==> src/rtl/plab5_mcore_proc2mem_adapter.sv <==
`default_nettype none
// ============================================================================
// Module   : plab5_mcore_proc2mem_adapter
// Purpose  : Buffered adapter from a word-wide processor memory port to a
//            line-wide memory port. Reads become full-line reads and the
//            correct word lane is returned using an in-order tracking FIFO.
//            Security-domain labels pass straight through.
// Revision : 1.0 - initial release
// ============================================================================
// Message layouts (MSB -> LSB):
//   request  : {type[2:0], opaque, addr, len, data}
//   response : {type[2:0], opaque, len, data}
// len is log2(data_bytes) wide (one bit minimum); len==0 means a full word/line.
module plab5_mcore_proc2mem_adapter #(
  parameter int opaque_nbits    = 8,
  parameter int addr_nbits      = 32,
  parameter int proc_data_nbits = 32,
  parameter int mem_data_nbits  = 128,
  parameter int max_outstanding = 4,

  localparam int PLEN_W     = (proc_data_nbits > 8) ? $clog2(proc_data_nbits / 8) : 1,
  localparam int MLEN_W     = (mem_data_nbits  > 8) ? $clog2(mem_data_nbits  / 8) : 1,
  localparam int PREQ_NBITS = 3 + opaque_nbits + addr_nbits + PLEN_W + proc_data_nbits,
  localparam int MREQ_NBITS = 3 + opaque_nbits + addr_nbits + MLEN_W + mem_data_nbits,
  localparam int PRSP_NBITS = 3 + opaque_nbits + PLEN_W + proc_data_nbits,
  localparam int MRSP_NBITS = 3 + opaque_nbits + MLEN_W + mem_data_nbits
) (
  input  logic                  clk,
  input  logic                  reset,
  input  logic                  req_domain,
  input  logic                  resp_domain,

  input  logic                  proc_req_val,
  output logic                  proc_req_rdy,
  input  logic [PREQ_NBITS-1:0] proc_req_msg,

  output logic                  mem_req_val,
  input  logic                  mem_req_rdy,
  output logic [MREQ_NBITS-1:0] mem_req_msg,
  output logic                  mem_req_domain,

  input  logic                  mem_resp_val,
  output logic                  mem_resp_rdy,
  input  logic [MRSP_NBITS-1:0] mem_resp_msg,

  output logic                  proc_resp_val,
  input  logic                  proc_resp_rdy,
  output logic [PRSP_NBITS-1:0] proc_resp_msg,
  output logic                  proc_resp_domain
);

  localparam int LANES    = mem_data_nbits / proc_data_nbits;
  localparam int OFF_W    = (LANES > 1) ? $clog2(LANES) : 1;
  localparam int WORD_LSB = $clog2(proc_data_nbits / 8);
  localparam int LINE_LSB = $clog2(mem_data_nbits / 8);
  localparam int PTR_W    = $clog2(max_outstanding);
  localparam int CNT_W    = PTR_W + 1;

  localparam logic [2:0]            TYPE_WRITE = 3'd1;
  localparam logic [MLEN_W-1:0]     WLEN_FULL  = MLEN_W'(proc_data_nbits / 8);
  localparam logic [addr_nbits-1:0] LINE_MASK  = addr_nbits'((1 << LINE_LSB) - 1);
  localparam logic [CNT_W-1:0]      CNT_MAX    = CNT_W'(max_outstanding);

  // ---------------------------------------------------------------- fields
  logic [2:0]                 w_preq_type;
  logic [opaque_nbits-1:0]    w_preq_opq;
  logic [addr_nbits-1:0]      w_preq_addr;
  logic [PLEN_W-1:0]          w_preq_len;
  logic [proc_data_nbits-1:0] w_preq_data;
  logic [OFF_W-1:0]           w_preq_off;

  assign {w_preq_type, w_preq_opq, w_preq_addr, w_preq_len, w_preq_data} = proc_req_msg;

  logic [2:0]                w_mresp_type;
  logic [opaque_nbits-1:0]   w_mresp_opq;
  logic [MLEN_W-1:0]         w_mresp_len;
  logic [mem_data_nbits-1:0] w_mresp_data;

  assign {w_mresp_type, w_mresp_opq, w_mresp_len, w_mresp_data} = mem_resp_msg;

  // The memory-side response length carries nothing the processor needs.
  logic w_unused;
  assign w_unused = &{1'b0, w_mresp_len};

  generate
    if (LANES > 1) begin : g_lane_off
      assign w_preq_off = w_preq_addr[WORD_LSB +: OFF_W];
    end else begin : g_single_lane
      assign w_preq_off = '0;
    end
  endgenerate

  // ------------------------------------------------------------ state
  logic                  mem_req_val_q;
  logic [MREQ_NBITS-1:0] mem_req_msg_q;
  logic                  mem_req_dom_q;

  logic [2:0]        fifo_type_q [max_outstanding];
  logic [OFF_W-1:0]  fifo_off_q  [max_outstanding];
  logic [PLEN_W-1:0] fifo_len_q  [max_outstanding];
  logic [PTR_W-1:0]  wr_ptr_q, rd_ptr_q;
  logic [CNT_W-1:0]  count_q, count_d;

  logic w_push, w_pop, w_not_empty;

  // -------------------------------------------------------- handshakes
  assign w_not_empty  = (count_q != '0);
  assign proc_req_rdy = (!mem_req_val_q || mem_req_rdy) && (count_q < CNT_MAX);
  assign w_push       = proc_req_val && proc_req_rdy;
  assign mem_resp_rdy = proc_resp_rdy && w_not_empty;
  assign proc_resp_val = mem_resp_val && w_not_empty;
  assign w_pop        = proc_resp_val && proc_resp_rdy;

  // Translate a word request into its memory-side form.
  logic [addr_nbits-1:0]     w_mreq_addr;
  logic [MLEN_W-1:0]         w_mreq_len;
  logic [mem_data_nbits-1:0] w_mreq_data;

  // Reads fetch the whole aligned line; writes keep the word in the low lane.
  always_comb begin
    w_mreq_addr = w_preq_addr;
    w_mreq_len  = '0;
    w_mreq_data = '0;
    if (w_preq_type == TYPE_WRITE) begin
      if (w_preq_len == '0) begin
        w_mreq_len = WLEN_FULL;
      end else begin
        w_mreq_len[PLEN_W-1:0] = w_preq_len;
      end
      w_mreq_data[proc_data_nbits-1:0] = w_preq_data;
    end else begin
      w_mreq_addr = w_preq_addr & ~LINE_MASK;
    end
  end

  // One-entry request register; load on accept, clear once drained.
  always_ff @(posedge clk or posedge reset) begin
    if (reset) begin
      mem_req_val_q <= 1'b0;
      mem_req_msg_q <= '0;
      mem_req_dom_q <= 1'b0;
    end else if (w_push) begin
      mem_req_val_q <= 1'b1;
      mem_req_msg_q <= {w_preq_type, w_preq_opq, w_mreq_addr, w_mreq_len, w_mreq_data};
      mem_req_dom_q <= req_domain;
    end else if (mem_req_rdy) begin
      mem_req_val_q <= 1'b0;
    end
  end

  assign mem_req_val    = mem_req_val_q;
  assign mem_req_msg    = mem_req_msg_q;
  assign mem_req_domain = mem_req_dom_q;

  // Occupancy follows push/pop; a simultaneous push and pop cancel out.
  always_comb begin
    count_d = count_q;
    if (w_push && !w_pop) begin
      count_d = count_q + 1'b1;
    end else if (w_pop && !w_push) begin
      count_d = count_q - 1'b1;
    end
  end

  // In-order tracking FIFO of {type, lane offset, proc len} per request.
  always_ff @(posedge clk or posedge reset) begin
    if (reset) begin
      wr_ptr_q <= '0;
      rd_ptr_q <= '0;
      count_q  <= '0;
      for (int i = 0; i < max_outstanding; i++) begin
        fifo_type_q[i] <= '0;
        fifo_off_q[i]  <= '0;
        fifo_len_q[i]  <= '0;
      end
    end else begin
      if (w_push) begin
        fifo_type_q[wr_ptr_q] <= w_preq_type;
        fifo_off_q[wr_ptr_q]  <= w_preq_off;
        fifo_len_q[wr_ptr_q]  <= w_preq_len;
        wr_ptr_q              <= wr_ptr_q + 1'b1;
      end
      if (w_pop) begin
        rd_ptr_q <= rd_ptr_q + 1'b1;
      end
      count_q <= count_d;
    end
  end

  // ---------------------------------------------------- response path
  logic [proc_data_nbits-1:0] w_presp_data;

  // Pick the word lane of the line for reads; writes return no data.
  always_comb begin
    w_presp_data = '0;
    if (fifo_type_q[rd_ptr_q] != TYPE_WRITE) begin
      w_presp_data = w_mresp_data[fifo_off_q[rd_ptr_q] * proc_data_nbits +: proc_data_nbits];
    end
  end

  assign proc_resp_msg    = {w_mresp_type, w_mresp_opq, fifo_len_q[rd_ptr_q], w_presp_data};
  assign proc_resp_domain = resp_domain;

endmodule
`default_nettype wire

==> config.mk <==
export PLATFORM = sky130hd
export DESIGN_NAME = plab5_mcore_proc2mem_adapter
export DESIGN_NICKNAME = d
export VERILOG_FILES = /design/src/rtl/plab5_mcore_proc2mem_adapter.sv
export SDC_FILE = /design/constraint.sdc
export NUM_CORES = 1
export LEC_CHECK = 0
export ABC_AREA = 1
export CAP_MARGIN = 20
export CORE_AREA = 2 2 174 176
export DETAILED_ROUTE_END_ITERATION = 8
export DIE_AREA = 0 0 176 178
export PLACE_DENSITY = 0.68
export SYNTH_ARGS = -nofsm -noshare
export SYNTH_HDL_FRONTEND = slang
export SYNTH_SLANG_ARGS = --single-unit
==> constraint.sdc <==
create_clock -name clk -period 4.59 [get_ports clk]
set_input_delay 0.459 -clock clk [delete_from_list [all_inputs] [get_ports clk]]
set_output_delay 0.459 -clock clk [all_outputs]
set_load 0.02 [all_outputs]
==> results.toml <==
[timing]
tightestPinTransition_ps = 1050
rsz0062_at_grt = "false"
clock.fmax_mhz = 264
period_share_pct = 82.5
setup_viol = 0
relSlewSlack_pct = 30.2
setup_ws_ps = 801
fin_tns_setup_ps = 0
period_needed_ps = 3790
clock_skew_ps = 9.68
finalMaxSlewViolations = 0
hold_violations = 0

[logic_synthesis]
yosys.area_share.adder_pct = 1.15
syn_inst = 980
synth-compound-area-share_pct = 7.93
synth_warnings = 0
syn_area_per_cell_um2 = 7.31
ys_ff_latch = 115
yosys.area_share.simple_pct = 27.9
synth_mux_area_share_pct = 0
synth-xor-area-share_pct = 0.611
synth_area_um2 = 7170
synth_top_family_by_area = "simple AND/OR/NAND/NOR gates"
synth_cell_types = 26
yosysSeqAreaShare_pct = 40.2

[layout]
fin_util_pct = 36.9
nets = 1503
stdcell_count = 1672
drive_gt1_share_pct = 4.21
syn_to_final_growth_pct = 51.6
insertedDiodeCount = 0

[cts]
clkLatencyLatePin_ps = 410
cts_hold_buf = 0
path_clk_slew_ps = 60
cts_tree = "built"
cts_buffers = 17
cts-root-buf = "clkbuf_16"
htreeDepth = 4
cts_resized = 0
cts_setup_buffers = 0
clock-sinks = 115
cts_buffer_depth = 2

[global_route]
grt_pass1_wl_mm = 36.7
overflow = 0
antenna_found_initial = 0
grt-busiest-layer = "met2"
grt_use_total_pct = 15.0
grtUsageMet2_pct = 26.0
grt_util_met3_pct = 4.65
grt_pass1_vias = 6768
grtUsageMet1_pct = 17.9
grt_max_degree = 114

[critical_path]
cp-startpoint = "rd_ptr_q[0]"
worstSetupPathType = "reg -> out"
crit_top_cell = "nand2_1"
crit_chain = "inv_2 -> nand2_1 -> nand3_2 -> nand2_2 -> buf_4 -> nand2_1 -> nand3_1 -> a21oi_1 -> clkdlybuf4s50_1"
worstPathRequired_ps = 4130
start_kind = "flip-flop"
cp.arrival_ps = 3330
max_stage_delay_ps = 670
path_max_fanout = 48
crit_slowest_cell = "clkdlybuf4s50_1"
end_kind = "primary output"
r2r-start = "mem_req_val"
ff2ff_setup_slack_ps = 2460

[power_and_ir_drop]
p_comb_share_pct = 62.0
p_seq_share_pct = 21.0
p_switching_mw = 3.63
p_leak_nw = 5.19
ir_worst_vdd_uv = 311
clock_power_share_pct = 16.9
swShare_pct = 46.9
power.internal_mw = 4.11
p_per_area_nw_per_um2 = 713

[floorplan]
die_area_um2 = 31300
die_w_um = 176
core-area_um2 = 29400
die_h_um = 178
start_util_pct = 24.4
io_pins = 454
rows = 63

[run_status]
status = "finished, final reports clean"

[detailed_routing]
num_vias = 6988
drtIter0Drc = 317
detail-route-antenna-nets = 0
avgRoutedWirePerCell_um = 14.7
wl_mm = 24.7
drtPass1Iterations = 7
drc = 0
vias_per_cell = 4.18

[place]
hpwl_mm = 18.0
place_ws_ps = 1180
gp_congestion = 0.823
io_buffers = 328
place_inst = 1639

[job]
max_cap_violations = 0

[hold_path]
hp-class = "in -> async"
## sequential cells by signal (all words and copies together) (netlist names)
name,flops
mem_req_val,1
count_q,3
fifo_len_q,8
mem_req_domain,1
wr_ptr_q,2
fifo_off_q,8
rd_ptr_q,2
mem_req_msg,78
fifo_type_q,12
## power groups by stage
| stage | logic, mW | registers [mW] | clock network [mW] |
|---|---|---|---|
| floorplan | 2.61 | 1.88 | 0 |
| global placement | 4.79 | 1.62 | 0 |
| detailed placement | 4.85 | 1.63 | 0 |
| CTS | 4.87 | 1.63 | 1.34 |
| global route | 5.21 | 1.68 | 1.38 |
| finish | 4.80 | 1.63 | 1.31 |
## per-stage QoR
| stage | cell area (um2) | power (mW) | hold WS [ps] |
|---|---|---|---|
| 4_1_cts | 10800 | 7.85 | 483 |
| 6_report | 10900 | 7.74 | 331 |
| 2_1_floorplan | 7530 | 4.49 | 445 |
| 3_5_place_dp | 10300 | 6.48 | 464 |
| 3_3_place_gp | 10200 | 6.41 | 461 |
| 5_1_grt | 10900 | 8.27 | 353 |
## worst max-delay path: cells and delay by family (launching register included)
kind,cells,cell delay (ps)
and+or+nand+nor,5,840
DFF,1,520
buffers and inverters,3,1330
AOI/OAI and AO/OA,1,200
## cells in the mapped netlist (all sizes together)
cell type	count	area, um2
a21oi	34	170
and2	2	12.5
buf	152	1100
clkbuf	13	48.8
conb	1	3.75
dfrtp	115	2880
fa	1	20.0
ha	5	62.6
inv	117	439
nand2	300	1130
nand3	106	541
nand3b	32	240
nor2	16	62.6
nor3	1	5.00
o21ai	77	385
o22ai	2	12.5
or2	1	6.26
xnor2	1	8.76
xor2	4	35.0
## placed cells by master (no fill, tap or decap)
cell type / count
xnor2_1: 1
clkinv_4: 3
bufinv_16: 2
inv_6: 1
clkbuf_16: 17
ha_1: 5
conb_1: 97
clkinvlp_4: 3
clkbuf_8: 1
nand3b_1: 32
clkinv_2: 3
clkdlybuf4s50_1: 327
nand3_1: 104
nand2_4: 1
xor2_1: 4
and2_1: 2
dfrtp_1: 115
nand2_2: 3
inv_4: 1
nor3_2: 1
o21ai_0: 69
inv_2: 3
nor2_2: 1
buf_4: 10
clkbuf_1: 2
inv_1: 113
o21ai_1: 8
fa_1: 1
nand3_2: 2
nor2_1: 15
o22ai_1: 2
a21oi_1: 34
nand2_1: 296
or2_1: 1
buf_16: 2
## logic make-up (layout without fill, tap and decap cells)
| kind of cell | after synthesis | count (layout) |
|---|---|---|
| AND/OR/NAND/NOR | 458 | 458 |
| buffers and inverters | 282 | 488 |
| adder cells (fa/ha/maj) | 6 | 6 |
| XOR/XNOR | 5 | 5 |
| flip-flops | 115 | 115 |
| other | 1 | 97 |
| AO/OA/AOI/OAI | 113 | 113 |
## path summary, 6_finish.rpt
check,endpoint,cells past startpoint
setup reg to reg,fifo_type_q[9],9
hold / removal,mem_req_msg[158],2
max in group asynchronous,fifo_type_q[0],4
hold reg to reg,fifo_off_q[1],2
setup / recovery,proc_resp_msg[1],9
min in group clk,fifo_off_q[1],2
## routing by layer
metal	vias up	routed length [um]
met2	342	12000
met4	0	421
li1	3412	-
met3	17	2420
met5	-	0
met1	3217	9820
## cell type report
| class | count | area, um2 |
|---|---|---|
| multi-input combinational | 679 | 3070 |
| sequential | 115 | 2880 |
| clock inverter | 12 | 133 |
| inverter | 117 | 442 |
| fill | 3061 | 18500 |
| tap | 390 | 488 |
| clock buffer | 20 | 447 |
| timing repair buffer | 339 | 3400 |
Note: power is estimated with default switching activity, not from simulation.
